## config.mk

```make
export PLATFORM = sky130hd
export DESIGN_NAME = cic_int_shifter_interp
export DESIGN_NICKNAME = d
export VERILOG_FILES = /design/src/rtl/cic_pkg.sv /design/src/rtl/cic_int_shifter.sv /design/src/rtl/cic_int_shifter_interp.sv
export SDC_FILE = /design/constraint.sdc
export NUM_CORES = 2
export LEC_CHECK = 0
export ABC_CLOCK_PERIOD_IN_PS = 12150
export CAP_MARGIN = 20
export CELL_PAD_IN_SITES_DETAIL_PLACEMENT = 0
export CELL_PAD_IN_SITES_GLOBAL_PLACEMENT = 1
export CORE_ASPECT_RATIO = 0.5
export CORE_MARGIN = 1
export CORE_UTILIZATION = 45
export CTS_CLUSTER_SIZE = 14
export DETAILED_ROUTE_END_ITERATION = 10
export PLACE_DENSITY_LB_ADDON = 0.1
export SLEW_MARGIN = 30
export SYNTH_ARGS = -nofsm -noshare
export SYNTH_HDL_FRONTEND = slang
export SYNTH_SLANG_ARGS = --single-unit
```

## constraint.sdc

```tcl
create_clock -name clock -period 12.15 [get_ports clock]
set_input_delay 2.43 -clock clock [delete_from_list [all_inputs] [get_ports clock]]
set_output_delay 2.43 -clock clock [all_outputs]
set_load 0.03 [all_outputs]
```

## src/rtl/cic_pkg.sv

```systemverilog
// Shared constants and the gain-normalisation helper for the CIC interpolator.
package cic_pkg;

  localparam int unsigned CIC_N              = 4;
  localparam int unsigned CIC_MAX_LOG2_RATE  = 7;
  localparam int unsigned CIC_BW             = 16;
  localparam int unsigned CIC_MAXBITGAIN     = (CIC_N - 1) * CIC_MAX_LOG2_RATE;
  localparam int unsigned CIC_W              = CIC_BW + CIC_MAXBITGAIN;

  // Smallest s with 2**s >= rate**3, i.e. ceil(3*log2(rate)); rate 0 acts as 1.
  // Clamped to the largest gain the internal width can absorb.
  function automatic logic [4:0] bitgain_interp(input logic [7:0] rate);
    logic [31:0] r;
    logic [31:0] cube;
    logic [4:0]  g;
    r    = (rate == 8'd0) ? 32'd1 : {24'd0, rate};
    cube = r * r * r;
    g    = 5'(CIC_MAXBITGAIN);
    for (int unsigned i = 0; i <= CIC_MAXBITGAIN; i++) begin
      if ((32'd1 << (CIC_MAXBITGAIN - i)) >= cube) begin
        g = 5'(CIC_MAXBITGAIN - i);
      end
    end
    return g;
  endfunction

endpackage

```

## src/rtl/cic_int_shifter.sv

```systemverilog
// Output stage of the CIC interpolator: registered gain shift and output slice.
// Build option CIC_INTERP_ROUND_EN: round half-up before the slice and saturate
// to the bw-bit range; otherwise plain floor truncation, no saturation.
module cic_int_shifter
  import cic_pkg::*;
#(
  parameter int unsigned bw = CIC_BW,
  parameter int unsigned W  = CIC_W
) (
  input  logic                clock,
  input  logic                reset,
  input  logic                enable,
  input  logic [7:0]          rate,
  input  logic                strobe_out,
  input  logic signed [W-1:0] integ_in,
  output logic [bw-1:0]       signal_out
);

  logic [4:0]    shift_q;
  logic          strobe_q;
  logic [bw-1:0] out_q;
  logic [bw-1:0] out_d;

`ifdef CIC_INTERP_ROUND_EN
  localparam logic signed [W:0] SAT_MAX = {{(W-bw+2){1'b0}}, {(bw-1){1'b1}}};
  localparam logic signed [W:0] SAT_MIN = {{(W-bw+2){1'b1}}, {(bw-1){1'b0}}};
  logic signed [W:0] ext;
  logic signed [W:0] bias;
  logic signed [W:0] rounded;
  logic signed [W:0] shifted;

  // Round half-up in one extra bit of headroom, shift, then clamp.
  always_comb begin
    ext  = {integ_in[W-1], integ_in};
    bias = '0;
    if (shift_q != 5'd0) begin
      bias[shift_q - 5'd1] = 1'b1;
    end
    rounded = ext + bias;
    shifted = rounded >>> shift_q;
    if (shifted > SAT_MAX) begin
      out_d = SAT_MAX[bw-1:0];
    end else if (shifted < SAT_MIN) begin
      out_d = SAT_MIN[bw-1:0];
    end else begin
      out_d = bw'(shifted);
    end
  end
`else
  // Floor truncation: bits [bw-1+shift : shift] of the last integrator.
  always_comb begin
    out_d = bw'(integ_in >>> shift_q);
  end
`endif

  // Shift amount tracks rate every cycle (one cycle lag).
  always_ff @(posedge clock) begin
    if (reset) begin
      shift_q <= '0;
    end else begin
      shift_q <= bitgain_interp(rate);
    end
  end

  // Output sample is taken the cycle after strobe_out, once the integrators have moved.
  always_ff @(posedge clock) begin
    if (reset || !enable) begin
      strobe_q <= 1'b0;
      out_q    <= '0;
    end else begin
      strobe_q <= strobe_out;
      if (strobe_q) begin
        out_q <= out_d;
      end
    end
  end

  assign signal_out = out_q;

endmodule

```

## src/rtl/cic_int_shifter_interp.sv

```systemverilog
// 4-stage CIC interpolator (differential delay 1) with gain normalisation.
// Combs step on strobe_in, integrators on strobe_out, zero-stuffed in between.
// Build option CIC_INTERP_ROUND_EN selects rounding+saturation in the output stage.
module cic_int_shifter_interp
  import cic_pkg::*;
#(
  parameter int unsigned bw        = CIC_BW,
  parameter int unsigned N         = CIC_N,
  parameter int unsigned log2_rate = CIC_MAX_LOG2_RATE
) (
  input  logic          clock,
  input  logic          reset,
  input  logic          enable,
  input  logic [7:0]    rate,
  input  logic          strobe_in,
  input  logic          strobe_out,
  input  logic [bw-1:0] signal_in,
  output logic [bw-1:0] signal_out,
  output logic          overrun
);

  localparam int unsigned maxbitgain = (N - 1) * log2_rate;
  localparam int unsigned W          = bw + maxbitgain;

  logic signed [W-1:0] sample_q, sample_d;
  logic signed [W-1:0] comb_q  [N];
  logic signed [W-1:0] comb_d  [N];
  logic signed [W-1:0] dly_q   [N];
  logic signed [W-1:0] dly_d   [N];
  logic signed [W-1:0] integ_q [N];
  logic signed [W-1:0] integ_d [N];
  logic                pending_q, pending_d;
  logic                overrun_q, overrun_d;

  // Comb chain: one stage advance per input strobe, full-width sign-extended arithmetic.
  always_comb begin
    sample_d = sample_q;
    comb_d   = comb_q;
    dly_d    = dly_q;
    if (strobe_in) begin
      sample_d  = {{maxbitgain{signal_in[bw-1]}}, signal_in};
      comb_d[0] = sample_q - dly_q[0];
      dly_d[0]  = sample_q;
      for (int unsigned k = 1; k < N; k++) begin
        comb_d[k] = comb_q[k-1] - dly_q[k];
        dly_d[k]  = comb_q[k-1];
      end
    end
  end

  // Integrator chain with zero stuffing; wrap-around is intentional (CIC modular property).
  // A coincident strobe_in leaves pending set: the output strobe eats the old comb value.
  always_comb begin
    integ_d   = integ_q;
    pending_d = pending_q;
    overrun_d = overrun_q | (strobe_in & pending_q & ~strobe_out);
    if (strobe_out) begin
      integ_d[0] = integ_q[0] + (pending_q ? comb_q[N-1] : '0);
      for (int unsigned k = 1; k < N; k++) begin
        integ_d[k] = integ_q[k] + integ_q[k-1];
      end
      pending_d = 1'b0;
    end
    if (strobe_in) begin
      pending_d = 1'b1;
    end
  end

  // Datapath state register; cleared by reset or while disabled.
  always_ff @(posedge clock) begin
    if (reset || !enable) begin
      sample_q  <= '0;
      comb_q    <= '{default: '0};
      dly_q     <= '{default: '0};
      integ_q   <= '{default: '0};
      pending_q <= 1'b0;
      overrun_q <= 1'b0;
    end else begin
      sample_q  <= sample_d;
      comb_q    <= comb_d;
      dly_q     <= dly_d;
      integ_q   <= integ_d;
      pending_q <= pending_d;
      overrun_q <= overrun_d;
    end
  end

  cic_int_shifter #(
    .bw (bw),
    .W  (W)
  ) u_shifter (
    .clock      (clock),
    .reset      (reset),
    .enable     (enable),
    .rate       (rate),
    .strobe_out (strobe_out),
    .integ_in   (integ_q[N-1]),
    .signal_out (signal_out)
  );

  assign overrun = overrun_q;

endmodule

```

==> flow_summary.json <==
{
  "grt_overflow": 0,
  "async_flop_share_pct": 0,
  "cts.sinks": 423,
  "seqCellArea_sq_mm": 0.00848,
  "route.vias.total": 27957,
  "fin_nets": 4710,
  "grt_pass1_vias": 26736,
  "track_usage_pct": 20.1,
  "pin_count": 46,
  "yosysSeqAreaShare_pct": 24.4,
  "synth_cells": 4243,
  "multi_input_area_sq_mm": 0.0244,
  "stdcell_area_sq_mm": 0.0380,
  "fin_skew_ps": 26.8,
  "synth_top_area_share_pct": 24.4,
  "die_area_sq_mm": 0.0785,
  "fin_crit_sh_pct": 94.4,
  "crit_slowest_cell": "clkdlybuf4s50_1",
  "yosysMostFrequentCell": "nor2_1",
  "synth_common_cells": "583 x nor2_1, 423 x dfxtp_1, 341 x inv_1, 326 x ha_1, 283 x mux2i_1",
  "cts.clk_slew.worst_paths_ps": 60,
  "ys_warn_count": 0,
  "first_iter_violations": 1225,
  "cts_max_level": 2,
  "dp_hpwl_microns": 59900,
  "cts.path.max_buffers": 3,
  "status": "finished clean",
  "start_kind": "input pin",
  "antenna_left": 0,
  "cpPeakStageDelay_ps": 630,
  "cts_hold_buf": 0,
  "die_y_microns": 199,
  "clk_latency_ps": 610,
  "remaining_drc_errors": 0,
  "setup_violations": 0,
  "drive_gt1_share_pct": 5.74,
  "worst_setup_path_end_kind": "register",
  "fin_ws_ps": 678,
  "yosysUniqueCellTypes": 96,
  "start_util_pct": 45.9,
  "cts_buffers": 46,
  "synth.area.top_cells": "dfxtp_1 24%, ha_1 12%, mux2i_1 8.1%, fa_1 6.8%, nor2_1 6.3%",
  "synth_edf_count": 0,
  "grt_max_degree": 214,
  "wire_per_inst_microns": 15.1,
  "crit_path_max_fanout": 7,
  "yosys.area.top_type": "dfxtp_1",
  "worst_pin_slew_ps": 943,
  "yosys_register_bits": 423,
  "cts-root-buf": "clkbuf_16",
  "rows": 71,
  "rsz0062_at_grt": "no",
  "worstSetupPathType": "in2reg",
  "avgSynthCellArea_sq_um": 8.20,
  "cts_tree": "built",
  "ys.flop_type": "dfxtp_1",
  "io_buffer_count": 45,
  "drtPass1Iterations": 5,
  "min_period_ps": 11470,
  "cpMostUsedCell": "inv_1",
  "maxCapViolCount": 0,
  "num-fill-cells": 7280,
  "grt_pass1_wl_microns": 134000,
  "min_path_type": "reg2reg",
  "viasPerCell": 5.28,
  "required_ps": 12640,
  "wl_microns": 79800,
  "slew_violations": 0,
  "placed_area_sq_mm": 0.0364,
  "die_w_microns": 395,
  "synthToLayoutAreaGrowth_pct": 9.41,
  "max_clock_freq_ghz": 0.0872,
  "synth_area_sq_mm": 0.0348,
  "slew_headroom_pct": 37.1,
  "antenna_found_initial": 0,
  "cp.arrival_ps": 11960,
  "place_ws_ps": -151,
  "n_antenna_cell": 0,
  "gp_congestion": 0.850,
  "utilization_pct": 50.2,
  "design.core.area_sq_mm": 0.0758,
  "hold_violations": 0
}
==> state kept, by name (all words and copies together), names as in the netlist, 5 cells and up <==
register and flops:
dly_q 107, sample_q 16, u_shifter.shift_q 5, comb_q 128, u_shifter.signal_out 16, integ_q 148
==> critical path, delay by kind of cell <==
family / cells / cell delay (ps)
and+or+nand+nor: 8 / 1550
AOI/OAI and AO/OA: 14 / 2650
buffers and inverters: 10 / 1240
adders and majority gates: 10 / 4080
==> worst paths after layout <==
kind,slack [ps],cells past startpoint,to,from
hold / removal,450,2,comb_q[28],comb_q[28]
hold reg to reg,450,2,comb_q[28],comb_q[28]
setup / recovery,680,42,u_shifter.shift_q[2],rate[3]
setup reg to reg,8180,13,integ_q[147],pending_q
==> per-stage QoR <==
step	cells	TNS (ps)	hold WS, ps
after floorplan	4244	0	436
final	5293	0	454
after global routing	5293	0	489
after detailed placement	5208	-365	451
after CTS	5290	0	459
after global placement	5208	0	447
==> kinds of logic after synthesis <==
logic type	share of synthesized area [%]
and+or+nand+nor	18.9
adders and majority gates	18.5
xor gates and xnor gates	4.76
muxes	9.73
other	0.0216
DFF	24.4
AOI/OAI and AO/OA	18.2
buffers and inverters	5.54
==> area by class of cell <==
cell class	count	area share, %
well taps	1022	3.36
clock buffers	69	3.62
multi-input cells	3311	64.2
flip-flops and latches	423	22.3
clock inverters	13	0.487
repair buffers	109	2.59
inverters	346	3.41
==> timing repair <==
| action | 4_1_cts | 5_1_grt |
|---|---|---|
| endpoints found under the setup margin | 0 | 5 |
| setup buffers | 0 | 1 |
| gates resized for setup | 0 | 10 |
==> layout by cell type, fill, tap and decap left out, drive strengths merged, types with 69 or more instances in the layout <==
cell type and count:
a21oi 274, dfxtp 423, nand3 82, and2 124
nor3 97, a21o 135, o21ai 172, a211oi 76
inv 344, clkbuf 69, nor2 586, ha 326
fa 118, xnor2 128, mux2i 283, nand2 262
==> metal layers <==
metal  wire length [microns]  vias to the layer above  global-route usage (%)
li1                        -                    14779                       -
met1                   41300                    12830                    28.1
met2                   35200                      267                    33.4
met3                    2060                       81                    2.40
met4                    1180                        0                    3.96
met5                       0                        -                       0
Power is left out: the tool's default activity adds up to more than one toggle a clock period on the data nets, which glitch-free logic cannot reach.
